==> src/rtl/mul_pkg.sv <==
// Shared types and default widths for the two-port multiply arbiter.
package mul_pkg;

  localparam int WORD_SIZE_DFLT = 18;
  localparam int SHIFT_W_DFLT   = 5;

  typedef enum logic [1:0] {
    IDLE = 2'd0,
    CALC = 2'd1,
    HOLD = 2'd2
  } state_t;

  typedef enum logic {
    REQ_A = 1'b0,
    REQ_B = 1'b1
  } req_id_t;

endpackage

==> src/rtl/mul_arbiter_if.sv <==
// One requester's request/result handshake bundle; master is the requester, slave the arbiter.
interface mul_arbiter_if #(
  parameter int WORD_SIZE = 18,
  parameter int SHIFT_W   = 5
);

  logic                 valid;
  logic                 ready;
  logic [WORD_SIZE-1:0] r0;
  logic [WORD_SIZE-1:0] r1;
  logic [SHIFT_W-1:0]   shift;
  logic                 res_valid;
  logic                 res_ready;
  logic [WORD_SIZE-1:0] res;

  modport master (
    output valid, r0, r1, shift, res_ready,
    input  ready, res_valid, res
  );

  modport slave (
    input  valid, r0, r1, shift, res_ready,
    output ready, res_valid, res
  );

endinterface

==> src/rtl/mulxx.sv <==
// Combinational signed multiply followed by a logical right shift that selects a word-wide field.
module mulxx
  import mul_pkg::*;
#(
  parameter int WORD_SIZE = WORD_SIZE_DFLT,
  parameter int SHIFT_W   = SHIFT_W_DFLT
) (
  input  logic signed [WORD_SIZE-1:0] r0,
  input  logic signed [WORD_SIZE-1:0] r1,
  input  logic        [SHIFT_W-1:0]   shift,
  output logic        [WORD_SIZE-1:0] res
);

  // Bits shifted in above the product MSB are zero, never sign copies.
  function automatic logic [WORD_SIZE-1:0] take_field(
    input logic signed [2*WORD_SIZE-1:0] prod,
    input logic        [SHIFT_W-1:0]     sh
  );
    logic [2*WORD_SIZE-1:0] u;
    u = prod;
    u = u >> sh;
    return u[WORD_SIZE-1:0];
  endfunction

  logic signed [2*WORD_SIZE-1:0] prod;

  assign prod = r0 * r1;
  assign res  = take_field(prod, shift);

endmodule

==> src/rtl/mul_arbiter.sv <==
// Round-robin arbiter sharing one mulxx between requesters A and B; each result is held until its owner takes it.
module mul_arbiter
  import mul_pkg::*;
#(
  parameter int WORD_SIZE = WORD_SIZE_DFLT,
  parameter int SHIFT_W   = SHIFT_W_DFLT
) (
  input  logic          clock,
  input  logic          reset,
  mul_arbiter_if.slave  a,
  mul_arbiter_if.slave  b
);

  state_t  state;
  req_id_t last_grant;
  req_id_t owner;

  logic signed [WORD_SIZE-1:0] r0_p0;
  logic signed [WORD_SIZE-1:0] r1_p0;
  logic        [SHIFT_W-1:0]   shift_p0;
  logic        [WORD_SIZE-1:0] mul_res;

  logic [WORD_SIZE-1:0] a_res_p1;
  logic [WORD_SIZE-1:0] b_res_p1;
  logic                 a_vld_p1;
  logic                 b_vld_p1;

  logic pick_a;
  logic pick_b;
  logic owner_take;
  logic can_grant;
  logic a_fire;
  logic b_fire;

  // A grant is possible from IDLE, or from HOLD in the same cycle the owner drains its result.
  always_comb begin
    pick_a     = a.valid && (!b.valid || last_grant == REQ_B);
    pick_b     = b.valid && (!a.valid || last_grant == REQ_A);
    owner_take = (owner == REQ_A) ? a.res_ready : b.res_ready;
    can_grant  = !reset && ((state == IDLE) || (state == HOLD && owner_take));
    a_fire     = can_grant && pick_a;
    b_fire     = can_grant && pick_b;
  end

  assign a.ready     = a_fire;
  assign b.ready     = b_fire;
  assign a.res       = a_res_p1;
  assign b.res       = b_res_p1;
  assign a.res_valid = a_vld_p1;
  assign b.res_valid = b_vld_p1;

  mulxx #(
    .WORD_SIZE (WORD_SIZE),
    .SHIFT_W   (SHIFT_W)
  ) u_mulxx (
    .r0    (r0_p0),
    .r1    (r1_p0),
    .shift (shift_p0),
    .res   (mul_res)
  );

  // Stage p0: operand capture on grant
  always_ff @(posedge clock) begin
    if (a_fire) begin
      r0_p0    <= a.r0;
      r1_p0    <= a.r1;
      shift_p0 <= a.shift;
    end else if (b_fire) begin
      r0_p0    <= b.r0;
      r1_p0    <= b.r1;
      shift_p0 <= b.shift;
    end
  end

  // Stage p1: FSM and per-port result registers
  always_ff @(posedge clock) begin
    if (reset) begin
      state      <= IDLE;
      last_grant <= REQ_B;
      owner      <= REQ_A;
      a_vld_p1   <= 1'b0;
      b_vld_p1   <= 1'b0;
      a_res_p1   <= '0;
      b_res_p1   <= '0;
    end else begin
      case (state)
        IDLE: begin
          if (a_fire || b_fire) begin
            owner      <= a_fire ? REQ_A : REQ_B;
            last_grant <= a_fire ? REQ_A : REQ_B;
            state      <= CALC;
          end
        end
        CALC: begin
          if (owner == REQ_A) begin
            a_res_p1 <= mul_res;
            a_vld_p1 <= 1'b1;
          end else begin
            b_res_p1 <= mul_res;
            b_vld_p1 <= 1'b1;
          end
          state <= HOLD;
        end
        HOLD: begin
          if (owner_take) begin
            if (owner == REQ_A) a_vld_p1 <= 1'b0;
            else                b_vld_p1 <= 1'b0;
            if (a_fire || b_fire) begin
              owner      <= a_fire ? REQ_A : REQ_B;
              last_grant <= a_fire ? REQ_A : REQ_B;
              state      <= CALC;
            end else begin
              state <= IDLE;
            end
          end
        end
        default: state <= IDLE;
      endcase
    end
  end

endmodule

==> src/flat_wrapper.sv <==
// flat-port wrapper written by rule: the top's interface ports become plain ports
module mul_arbiter_flat import mul_pkg::*;
#(
  parameter int WORD_SIZE = WORD_SIZE_DFLT,
  parameter int SHIFT_W   = SHIFT_W_DFLT
)
  (clock, reset, a_valid, a_r0, a_r1, a_shift, a_res_ready, a_ready, a_res_valid, a_res, b_valid, b_r0, b_r1, b_shift, b_res_ready, b_ready, b_res_valid, b_res);
  mul_arbiter_if #(.WORD_SIZE(WORD_SIZE), .SHIFT_W(SHIFT_W)) a_i ();
  mul_arbiter_if #(.WORD_SIZE(WORD_SIZE), .SHIFT_W(SHIFT_W)) b_i ();
  input  logic clock;
  input  logic reset;
  input wire logic [$bits(a_i.valid)-1:0] a_valid;
  input wire logic [$bits(a_i.r0)-1:0] a_r0;
  input wire logic [$bits(a_i.r1)-1:0] a_r1;
  input wire logic [$bits(a_i.shift)-1:0] a_shift;
  input wire logic [$bits(a_i.res_ready)-1:0] a_res_ready;
  output wire logic [$bits(a_i.ready)-1:0] a_ready;
  output wire logic [$bits(a_i.res_valid)-1:0] a_res_valid;
  output wire logic [$bits(a_i.res)-1:0] a_res;
  input wire logic [$bits(b_i.valid)-1:0] b_valid;
  input wire logic [$bits(b_i.r0)-1:0] b_r0;
  input wire logic [$bits(b_i.r1)-1:0] b_r1;
  input wire logic [$bits(b_i.shift)-1:0] b_shift;
  input wire logic [$bits(b_i.res_ready)-1:0] b_res_ready;
  output wire logic [$bits(b_i.ready)-1:0] b_ready;
  output wire logic [$bits(b_i.res_valid)-1:0] b_res_valid;
  output wire logic [$bits(b_i.res)-1:0] b_res;
  assign a_i.valid = a_valid;
  assign a_i.r0 = a_r0;
  assign a_i.r1 = a_r1;
  assign a_i.shift = a_shift;
  assign a_i.res_ready = a_res_ready;
  assign a_ready = a_i.ready;
  assign a_res_valid = a_i.res_valid;
  assign a_res = a_i.res;
  assign b_i.valid = b_valid;
  assign b_i.r0 = b_r0;
  assign b_i.r1 = b_r1;
  assign b_i.shift = b_shift;
  assign b_i.res_ready = b_res_ready;
  assign b_ready = b_i.ready;
  assign b_res_valid = b_i.res_valid;
  assign b_res = b_i.res;
  mul_arbiter #(.WORD_SIZE(WORD_SIZE), .SHIFT_W(SHIFT_W)) u_core (.clock(clock), .reset(reset), .a(a_i), .b(b_i));
endmodule
==> config.mk <==
export PLATFORM = sky130hd
export DESIGN_NAME = mul_arbiter_flat
export DESIGN_NICKNAME = d
export VERILOG_FILES = /design/src/rtl/mul_pkg.sv /design/src/rtl/mul_arbiter_if.sv /design/src/rtl/mulxx.sv /design/src/rtl/mul_arbiter.sv /design/src/flat_wrapper.sv
export SDC_FILE = /design/constraint.sdc
export NUM_CORES = 1
export LEC_CHECK = 0
export ABC_CLOCK_PERIOD_IN_PS = 19920
export CAP_MARGIN = 20
export CORE_MARGIN = 1
export CORE_UTILIZATION = 45
export DETAILED_ROUTE_END_ITERATION = 16
export PLACE_DENSITY_LB_ADDON = 0.12
export SLEW_MARGIN = 20
export SYNTH_ARGS = -nofsm -noshare
export SYNTH_HDL_FRONTEND = slang
export SYNTH_SLANG_ARGS = --single-unit
==> constraint.sdc <==
create_clock -name clock -period 19.92 [get_ports clock]
set_input_delay 2.988 -clock clock [delete_from_list [all_inputs] [get_ports clock]]
set_output_delay 2.988 -clock clock [all_outputs]
set_load 0.02 [all_outputs]
==> results of run 1 <==
[flip-flops by register name (all words and copies together) (netlist names)]
signal              cells
u_core.a.res           18
u_core.b.res_valid      1
u_core.b.res           18
u_core.r0_p0           18
u_core.last_grant       1
u_core.state            2
u_core.owner            1
u_core.r1_p0           18
u_core.shift_p0         5
u_core.a.res_valid      1
[worst max-delay path, delay by kind of cell, from the launching register on]
kind | cells | cell delay [ps]
and+or+nand+nor | 3 | 650
DFF | 1 | 880
buffers and inverters | 4 | 590
AOI/OAI and AO/OA | 7 | 2260
adders and majority gates | 7 | 3550
[metrics by stage]
| step | std cells | setup WS, ps | utilization (%) | hold WS, ps |
|---|---|---|---|---|
| 4_1_cts | 2648 | 11880 | 50.3 | 486 |
| 3_3_place_gp | 2632 | 11880 | 49.5 | 470 |
| 3_5_place_dp | 2632 | 11880 | 49.5 | 468 |
| 6_report | 2648 | 11850 | 50.3 | 486 |
| 5_1_grt | 2648 | 11350 | 50.3 | 511 |
| 2_1_floorplan | 2081 | 12630 | - | 450 |
[layout make-up]
type / instances / area [um2] / area share [%]
Clock inverter: 6 / 61.3 / 0.299
Tap cell: 532 / 666 / 3.24
Sequential cell: 83 / 2070 / 10.1
Clock buffer: 10 / 250 / 1.22
Inverter: 327 / 1230 / 5.98
Multi-Input combinational cell: 1548 / 14900 / 72.4
Timing Repair Buffer: 142 / 1380 / 6.74
[how the worst min path moves through the flow]
stage	startpoint	endpoint	slack [ps]	depth (start not counted)
finish	u_core.last_grant$_SDFFE_PP1P_	u_core.last_grant$_SDFFE_PP1P_	490	1
global route	u_core.last_grant$_SDFFE_PP1P_	u_core.last_grant$_SDFFE_PP1P_	510	1
CTS	u_core.last_grant$_SDFFE_PP1P_	u_core.last_grant$_SDFFE_PP1P_	490	1
detailed placement	u_core.last_grant$_SDFFE_PP1P_	u_core.last_grant$_SDFFE_PP1P_	470	1
global placement	u_core.last_grant$_SDFFE_PP1P_	u_core.last_grant$_SDFFE_PP1P_	470	1
floorplan	u_core.last_grant$_SDFFE_PP1P_	u_core.last_grant$_SDFFE_PP1P_	450	1
[synthesized netlist by cell type, types with 14 or more instances]
master	n	area [um2]
sky130_fd_sc_hd__a211oi_1	22	165
sky130_fd_sc_hd__a21o_1	18	135
sky130_fd_sc_hd__a21oi_1	60	300
sky130_fd_sc_hd__a311oi_1	20	175
sky130_fd_sc_hd__a31oi_1	14	87.6
sky130_fd_sc_hd__and2_1	127	795
sky130_fd_sc_hd__and3_1	15	93.8
sky130_fd_sc_hd__clkbuf_1	104	390
sky130_fd_sc_hd__dfxtp_1	42	841
sky130_fd_sc_hd__edfxtp_1	41	1230
sky130_fd_sc_hd__fa_1	329	6590
sky130_fd_sc_hd__ha_1	97	1210
sky130_fd_sc_hd__inv_1	324	1220
sky130_fd_sc_hd__mux2_2	45	507
sky130_fd_sc_hd__mux2i_1	14	140
sky130_fd_sc_hd__nand2_1	262	983
sky130_fd_sc_hd__nand2b_1	21	131
sky130_fd_sc_hd__nand3_1	34	170
sky130_fd_sc_hd__nand4_1	22	138
sky130_fd_sc_hd__nor2_1	89	334
sky130_fd_sc_hd__nor3_1	37	185
sky130_fd_sc_hd__o211ai_1	31	233
sky130_fd_sc_hd__o21a_1	15	113
sky130_fd_sc_hd__o21ai_0	35	175
sky130_fd_sc_hd__o31ai_1	14	105
sky130_fd_sc_hd__xnor2_1	16	140
[routing by layer]
| layer | GRT usage [%] | wire length (um) | vias up | part of all wire (%) |
|---|---|---|---|---|
| li1 | - | - | 7002 | - |
| met1 | 35.1 | 22600 | 7903 | 43 |
| met2 | 43.7 | 25300 | 495 | 49 |
| met5 | 0 | 0 | - | 0 |
| met3 | 3.91 | 2960 | 77 | 5.7 |
| met4 | 8.15 | 1220 | 0 | 2.3 |
[layout by cell type (no fill, tap or decap), types with 35 or more instances in the layout]
cell	instances
sky130_fd_sc_hd__mux2_2	45
sky130_fd_sc_hd__and2_1	127
sky130_fd_sc_hd__nand2_1	262
sky130_fd_sc_hd__o21ai_0	35
sky130_fd_sc_hd__inv_1	324
sky130_fd_sc_hd__ha_1	97
sky130_fd_sc_hd__edfxtp_1	41
sky130_fd_sc_hd__clkdlybuf4s50_1	127
sky130_fd_sc_hd__nor3_1	37
sky130_fd_sc_hd__fa_1	329
sky130_fd_sc_hd__nor2_1	89
sky130_fd_sc_hd__dfxtp_1	42
sky130_fd_sc_hd__a21oi_1	60
[logic make-up after synthesis]
family	after synthesis	share of synthesized area [%]
AO/OA/AOI/OAI	351	14.1
adder cells (fa/ha/maj)	426	41.8
XOR/XNOR	22	1.11
AND/OR/NAND/NOR	680	18.0
flip-flops	83	11.1
multiplexers	69	4.67
buffers and inverters	450	9.25
==> reports/summary.md, run 1 <==
The flow ran to the end, and the final reports show no timing, DRC or antenna violations. For this run, the post-layout net count is 2625. The number of flops mapped to enable cells by yosys was 41; the critical path required time was 20160 ps. Count of final hold-check violations: 0. The floorplan has 74 rows. The number of hold buffers added after CTS was 0. The tools report the final-layout setup total negative slack as 0 ps. Once the floorplan was initialized, standard cells occupied 45.7% of the core. The share of async-settable or async-resettable flops after synthesis was 0%. Derived from the worst setup path, the maximum achievable clock frequency is 0.124 GHz. In this run, the number of DRC markers left after iteration 0 of detailed routing was 1050. The slowest stage of the critical path is the sky130_fd_sc_hd__edfxtp_1 cell. For this run, design rule violations remaining after detail routing come to 0. The number of nets in the synthesized netlist is 2595. The number of instances in the synthesized netlist was 2081.

The run gives 0.0202 mm2 as the area of placed instances. Measured in cells, the most critical reg-to-reg path has a length of 21. The most frequent cell on the critical path was sky130_fd_sc_hd__fa_1. For the final cell area excluding filler cells, the log shows 0.0205 mm2. The tools report the launching point of the worst reg2reg path as u_core.r1_p0[4]$_DFFE_PN_. For the total count of max-transition violations in the final report, the log shows 0.

The average instance in the mapped netlist occupies 8.97 um2. The number of antenna violations at the first check in global routing was 0; the CTS clock-pin slew for the worst setup and hold paths was 80 ps. The filler cells instantiated in the layout total 3895. The root cell of the clock tree is sky130_fd_sc_hd__clkbuf_16. First-pass GRT wire length: 85.7 mm.

Summing the sequential cell areas from Yosys gives 11.1% of the chip area. TritonCTS built the clock tree. Tracing the worst setup path back leads to its startpoint at u_core.r1_p0[4]$_DFFE_PN_. Across the run, the number of max-cap violations was 0. The final routed wirelength across all metal layers was 52.1 mm; the last weighted congestion value of the routability-driven placer was 0.939. Number of global-route vias before repair: 15.9k.

The post-route antenna net violation count is 0, and the number of distinct library cells after synthesis is 88. The setup violation total in the final timing report was 0; the fraction of final layout cells with drive strength greater than 1 was 5.48%. STA classifies the critical path startpoint as a flip-flop.

Counting flops and latches in the post-synthesis netlist gives 83. The reg-to-reg endpoint was u_core.b.res[17]$_SDFFE_PP0P_. The H-tree was split into 3 levels. For this run, the total global-route usage over all layers was measured as 26.2%. Counting every sink on the clock net gives 83. In this run the worst setup path terminates at u_core.b.res[17]$_SDFFE_PP0P_. The critical path goes through and2_1, inv_1, fa_1, inv_1, fa_1, inv_1, fa_1, fa_1, fa_1, fa_1, inv_1, ha_1, a211o_4, a2111oi_4, or2_2, o21a_1, nand3_1, a31oi_1, a221oi_1, a221oi_1, a211oi_1.

By startpoint and endpoint, the worst setup path is classified as flip-flop to flip-flop. The reg2reg setup slack came out at 11850 ps. The worst-margin pin slew came out at 1110 ps.

The main flop type after synthesis was sky130_fd_sc_hd__dfxtp_1. Clock skew: 27.7 ps. In this run the count of I/O pins placed on the die edge is 128. The run gives 0.0187 mm2 as the area of the mapped netlist. In this run the tool buffered the top-level ports with 127 buffer cells. The number of setup buffers added after CTS is 0. Counting I/O delays and the setup requirement, the final critical path takes 8070 ps.

The floorplan step defined a die boundary enclosing 0.0423 mm2. After layout, the worst path uses 40.5% of the clock period. The worst setup path is captured at a flip-flop. At the later pin of the worst-skew pair, clock insertion delay measures 410 ps.

The run gives 8310 ps as the endpoint arrival time on the critical path. The total overflow left after global routing is 0. The floorplan step defined a core boundary enclosing 0.0408 mm2. In this run the worst hold path is classified as flip-flop to flip-flop. From synthesis to final layout, the design area changed by 9.99%. Gates resized during post-CTS repair numbered 0. The warning count from the yosys run was 0.

The first detailed-routing pass took 8 iterations. The logs give 15.5k for the total via count in the routed design and 2 for the maximum clock path buffer count. In this run the vertical extent of the chip is 206 um. Dividing the detail-routed via count by the number of cells gives 5.84. The number of antenna diodes in the final layout is 0. In the final routed layout, each cell accounts on average for 19.7 um. Buffers inserted during clock tree synthesis total 9. The die width was 206 um.

Pin count of the biggest net entering global routing: 52. Setup repair after global routing left no endpoint under its margin. Along the worst path, the maximum fanout reaches 19. For this run, the slowest stage of the critical path takes 880 ps.

The wire-length estimate of the detail-placed layout is 41.5 mm. The remaining max-slew budget at the tightest pin came out at 25.2%.
Power of run 1 is not shown: default switching activity piles up to over one toggle a cycle in this logic, so the estimate is an artifact.
==> run 2: changes to the inputs <==
--- a/config.mk
+++ b/config.mk
@@ -5,7 +5,7 @@
 export SDC_FILE = /design/constraint.sdc
 export NUM_CORES = 1
 export LEC_CHECK = 0
-export ABC_CLOCK_PERIOD_IN_PS = 19920
+export ABC_CLOCK_PERIOD_IN_PS = 7900
 export CAP_MARGIN = 20
 export CORE_MARGIN = 1
 export CORE_UTILIZATION = 45
==> constraint.sdc (replaced) <==
create_clock -name clock -period 7.9 [get_ports clock]
set_input_delay 1.185 -clock clock [delete_from_list [all_inputs] [get_ports clock]]
set_output_delay 1.185 -clock clock [all_outputs]
set_load 0.02 [all_outputs]
==> run 2 against run 1 <==
Net effect: first-iteration DRC count up 18%; largest cell class unchanged; non-clock buffer count increased by 71; clock-buffer cell count is the same.
==> reports/summary.md, run 2 (synthesis results as in run 1) <==
The floorplan step defined a core boundary enclosing 0.0408 mm2. Clock-pin slew was measured on the worst setup and hold paths at 70 ps. The depth of the worst hold-timing path is 1.

The class of the most critical hold timing path is flip-flop to flip-flop. In this run the critical register-to-register path is captured at u_core.a.res[5]$_SDFFE_PP0P_. Measured against its own limit, the worst slew margin works out to 33.8%. The detailed-routing iteration count for the pre-antenna-repair pass came out at 6. The library cells used most frequently in the layout, excluding fill and tap cells, are sky130_fd_sc_hd__fa_1 (329), sky130_fd_sc_hd__inv_1 (324), sky130_fd_sc_hd__nand2_1 (262), sky130_fd_sc_hd__and2_1 (127), sky130_fd_sc_hd__clkdlybuf4s50_1 (127). The clock sink count is 83.

Of the cells placed in the final design, the portion with a size suffix greater than 1 is 8.74%. The number of global-route vias before repair was 16.1k; the endpoint arrival time on the critical path was 7760 ps. Compared with the post-synthesis result, the final layout area differs by 12.9%. Global routing used 27.7% of the available tracks. Wires add up to 55.2 mm. The count of port buffers added during placement is 127, and the length in cells of the worst reg-to-reg path is 22. Across the routed clock network, the largest skew measured is 21.7 ps. TritonCTS built the clock tree. STA classifies the critical path endpoint as a flip-flop.

For this run the aggregate overflow at the end of global routing stands at 0. The run gives 0 as the hold buffer count at cts. The maximum clock path buffer count is 2. Along the worst path, the maximum fanout reaches 18.

Across all register-to-register paths, the minimum setup slack is 400 ps. The worst hold path terminates at u_core.last_grant$_SDFFE_PP1P_. The library cell used most frequently in the layout, excluding fill and tap cells, is sky130_fd_sc_hd__fa_1. In this run the most critical hold path is launched from u_core.last_grant$_SDFFE_PP1P_. For this run, the top clock speed supported by timing is 0.133 GHz.

Entering global routing, the biggest net connects 52 pins. Once detail routing completed, the nets flagged for antenna violations numbered 0. Setup violations remaining at the end of the flow were counted as 0. The minimum clock period after layout is 7500 ps, and the average wire per cell in the routed design is 20.3 um. Worst-margin pin slew: 989 ps. The tools report the kind of launch point of the worst setup path as a flip-flop. For this run, the share of the core covered by cells in the final layout is 51.6%.

The wire-length estimate of the detail-placed layout is 45.0 mm. For this run, design rule violations remaining after detail routing come to 0. Setup repair after global routing left no endpoint under its margin. For this configuration, the core starts out at a cell density of 45.7%. At the end of the flow, the number of nets in the layout was 2696. The startpoint identified for the worst register-to-register timing path is u_core.r0_p0[17]$_DFFE_PN_.

First-pass GRT wire length: 89.0 mm. The run finished with clean final reports. The H-tree generated during clock tree synthesis spans 3 levels. The run gives 0 as the total count of max-transition violations in the final report. The fraction of the cycle the final worst path needs was 94.9%; the number of buffers added by the clock tree synthesis step was 9.

After detailed routing, the number of vias per cell comes to 5.80. The count of final hold-check violations came out at 0. The tools report the number of antenna violations at the first check in global routing as 1.

The floorplan has 74 rows. The detailed router placed 15.8k vias in this run. Clock latency on the worst-skew pair, taken at its later pin, is 400 ps. The antenna diode instance count was 0. After the first detailed-routing iteration, the DRC count stood at 1239.

The die covers 0.0423 mm2. From left edge to right edge, the die measures 206 um. The run gives 0 ps as the final-layout setup total negative slack. The tools report the critical path required time as 8160 ps. In this run the clock root is driven by a sky130_fd_sc_hd__clkbuf_16. The worst setup path is of the flip-flop to flip-flop kind.

Max-cap violations in this run came to 0. Routability-driven placement finished with a final weighted congestion of 0.924. From bottom edge to top edge, the die measures 206 um. 128 I/O pins were placed.
## run 2: cell count changes in the layout (fill, tap and decap cells not counted), moves of 2 or more
| cell | change |
|---|---|
| sky130_fd_sc_hd__buf_4 | +70 |
| sky130_fd_sc_hd__ha_1 | -3 |
| sky130_fd_sc_hd__ha_2 | +3 |
| sky130_fd_sc_hd__clkinv_4 | +2 |
## run 2: area by class of cell
cell class	instances	area, um2
Clock buffer	10	250
Clock inverter	5	43.8
Fill cell	3831	19800
Inverter	327	1230
Multi-Input combinational cell	1548	14900
Sequential cell	83	2070
Tap cell	532	666
Timing Repair Buffer	213	1930
## run 2: metal layers
metal / global-route usage (%) / routed length [um] / up-vias
met4: 8.02 / 1420 / 0
li1: - / - / 7145
met5: 0 / 0 / -
met1: 37.0 / 23600 / 7944
met2: 44.4 / 26000 / 579
met3: 6.59 / 4260 / 89
## run 2: worst max path at each step
stage | to | start | cells after the start
final | u_core.a.res[5]$_SDFFE_PP0P_ | u_core.r0_p0[17]$_DFFE_PN_ | 22
after detailed placement | u_core.b.res[17]$_SDFFE_PP0P_ | u_core.r1_p0[3]$_DFFE_PN_ | 20
after floorplan | u_core.a.res[5]$_SDFFE_PP0P_ | u_core.r0_p0[17]$_DFFE_PN_ | 22
after CTS | u_core.b.res[17]$_SDFFE_PP0P_ | u_core.r1_p0[3]$_DFFE_PN_ | 20
after global routing | u_core.b.res[14]$_SDFFE_PP0P_ | u_core.r1_p0[12]$_DFFE_PN_ | 18
after global placement | u_core.b.res[17]$_SDFFE_PP0P_ | u_core.r1_p0[3]$_DFFE_PN_ | 20
## run 2: critical path: stages, from the launching register on
cell                        delay [ps]
sky130_fd_sc_hd__edfxtp_1          590
sky130_fd_sc_hd__buf_4             250
sky130_fd_sc_hd__nand2_1           150
sky130_fd_sc_hd__inv_1              80
sky130_fd_sc_hd__fa_1              600
sky130_fd_sc_hd__fa_1              450
sky130_fd_sc_hd__inv_1             350
sky130_fd_sc_hd__fa_1              520
sky130_fd_sc_hd__fa_1              570
sky130_fd_sc_hd__fa_1              430
sky130_fd_sc_hd__fa_1              490
sky130_fd_sc_hd__inv_1              50
sky130_fd_sc_hd__ha_1              300
sky130_fd_sc_hd__buf_4             240
sky130_fd_sc_hd__and4_1            350
sky130_fd_sc_hd__nand3_1           190
sky130_fd_sc_hd__o22ai_1           270
sky130_fd_sc_hd__o41ai_4           170
sky130_fd_sc_hd__xnor2_1           210
sky130_fd_sc_hd__a2111oi_4         440
sky130_fd_sc_hd__a2111oi_2         100
sky130_fd_sc_hd__a311oi_2          430
sky130_fd_sc_hd__o31ai_1           140
## run 2: what timing repair did
| action | CTS | global route |
|---|---|---|
| gates resized for setup | 0 | 5 |
| buffers inserted | 0 | 12 |
| endpoints found under the setup margin | 0 | 36 |
## run 2: stage by stage
step | std cells | setup WS [ps] | hold WS, ps | area [um2]
after floorplan | 2081 | 1120 | 450 | 18700
after global placement | 2691 | 184 | 467 | 20700
final | 2718 | 402 | 493 | 21100
after global routing | 2718 | 10.2 | 521 | 21100
after detailed placement | 2691 | 144 | 483 | 20700
after CTS | 2706 | 92.5 | 497 | 21000
Power of run 2 is left out for the same reason.
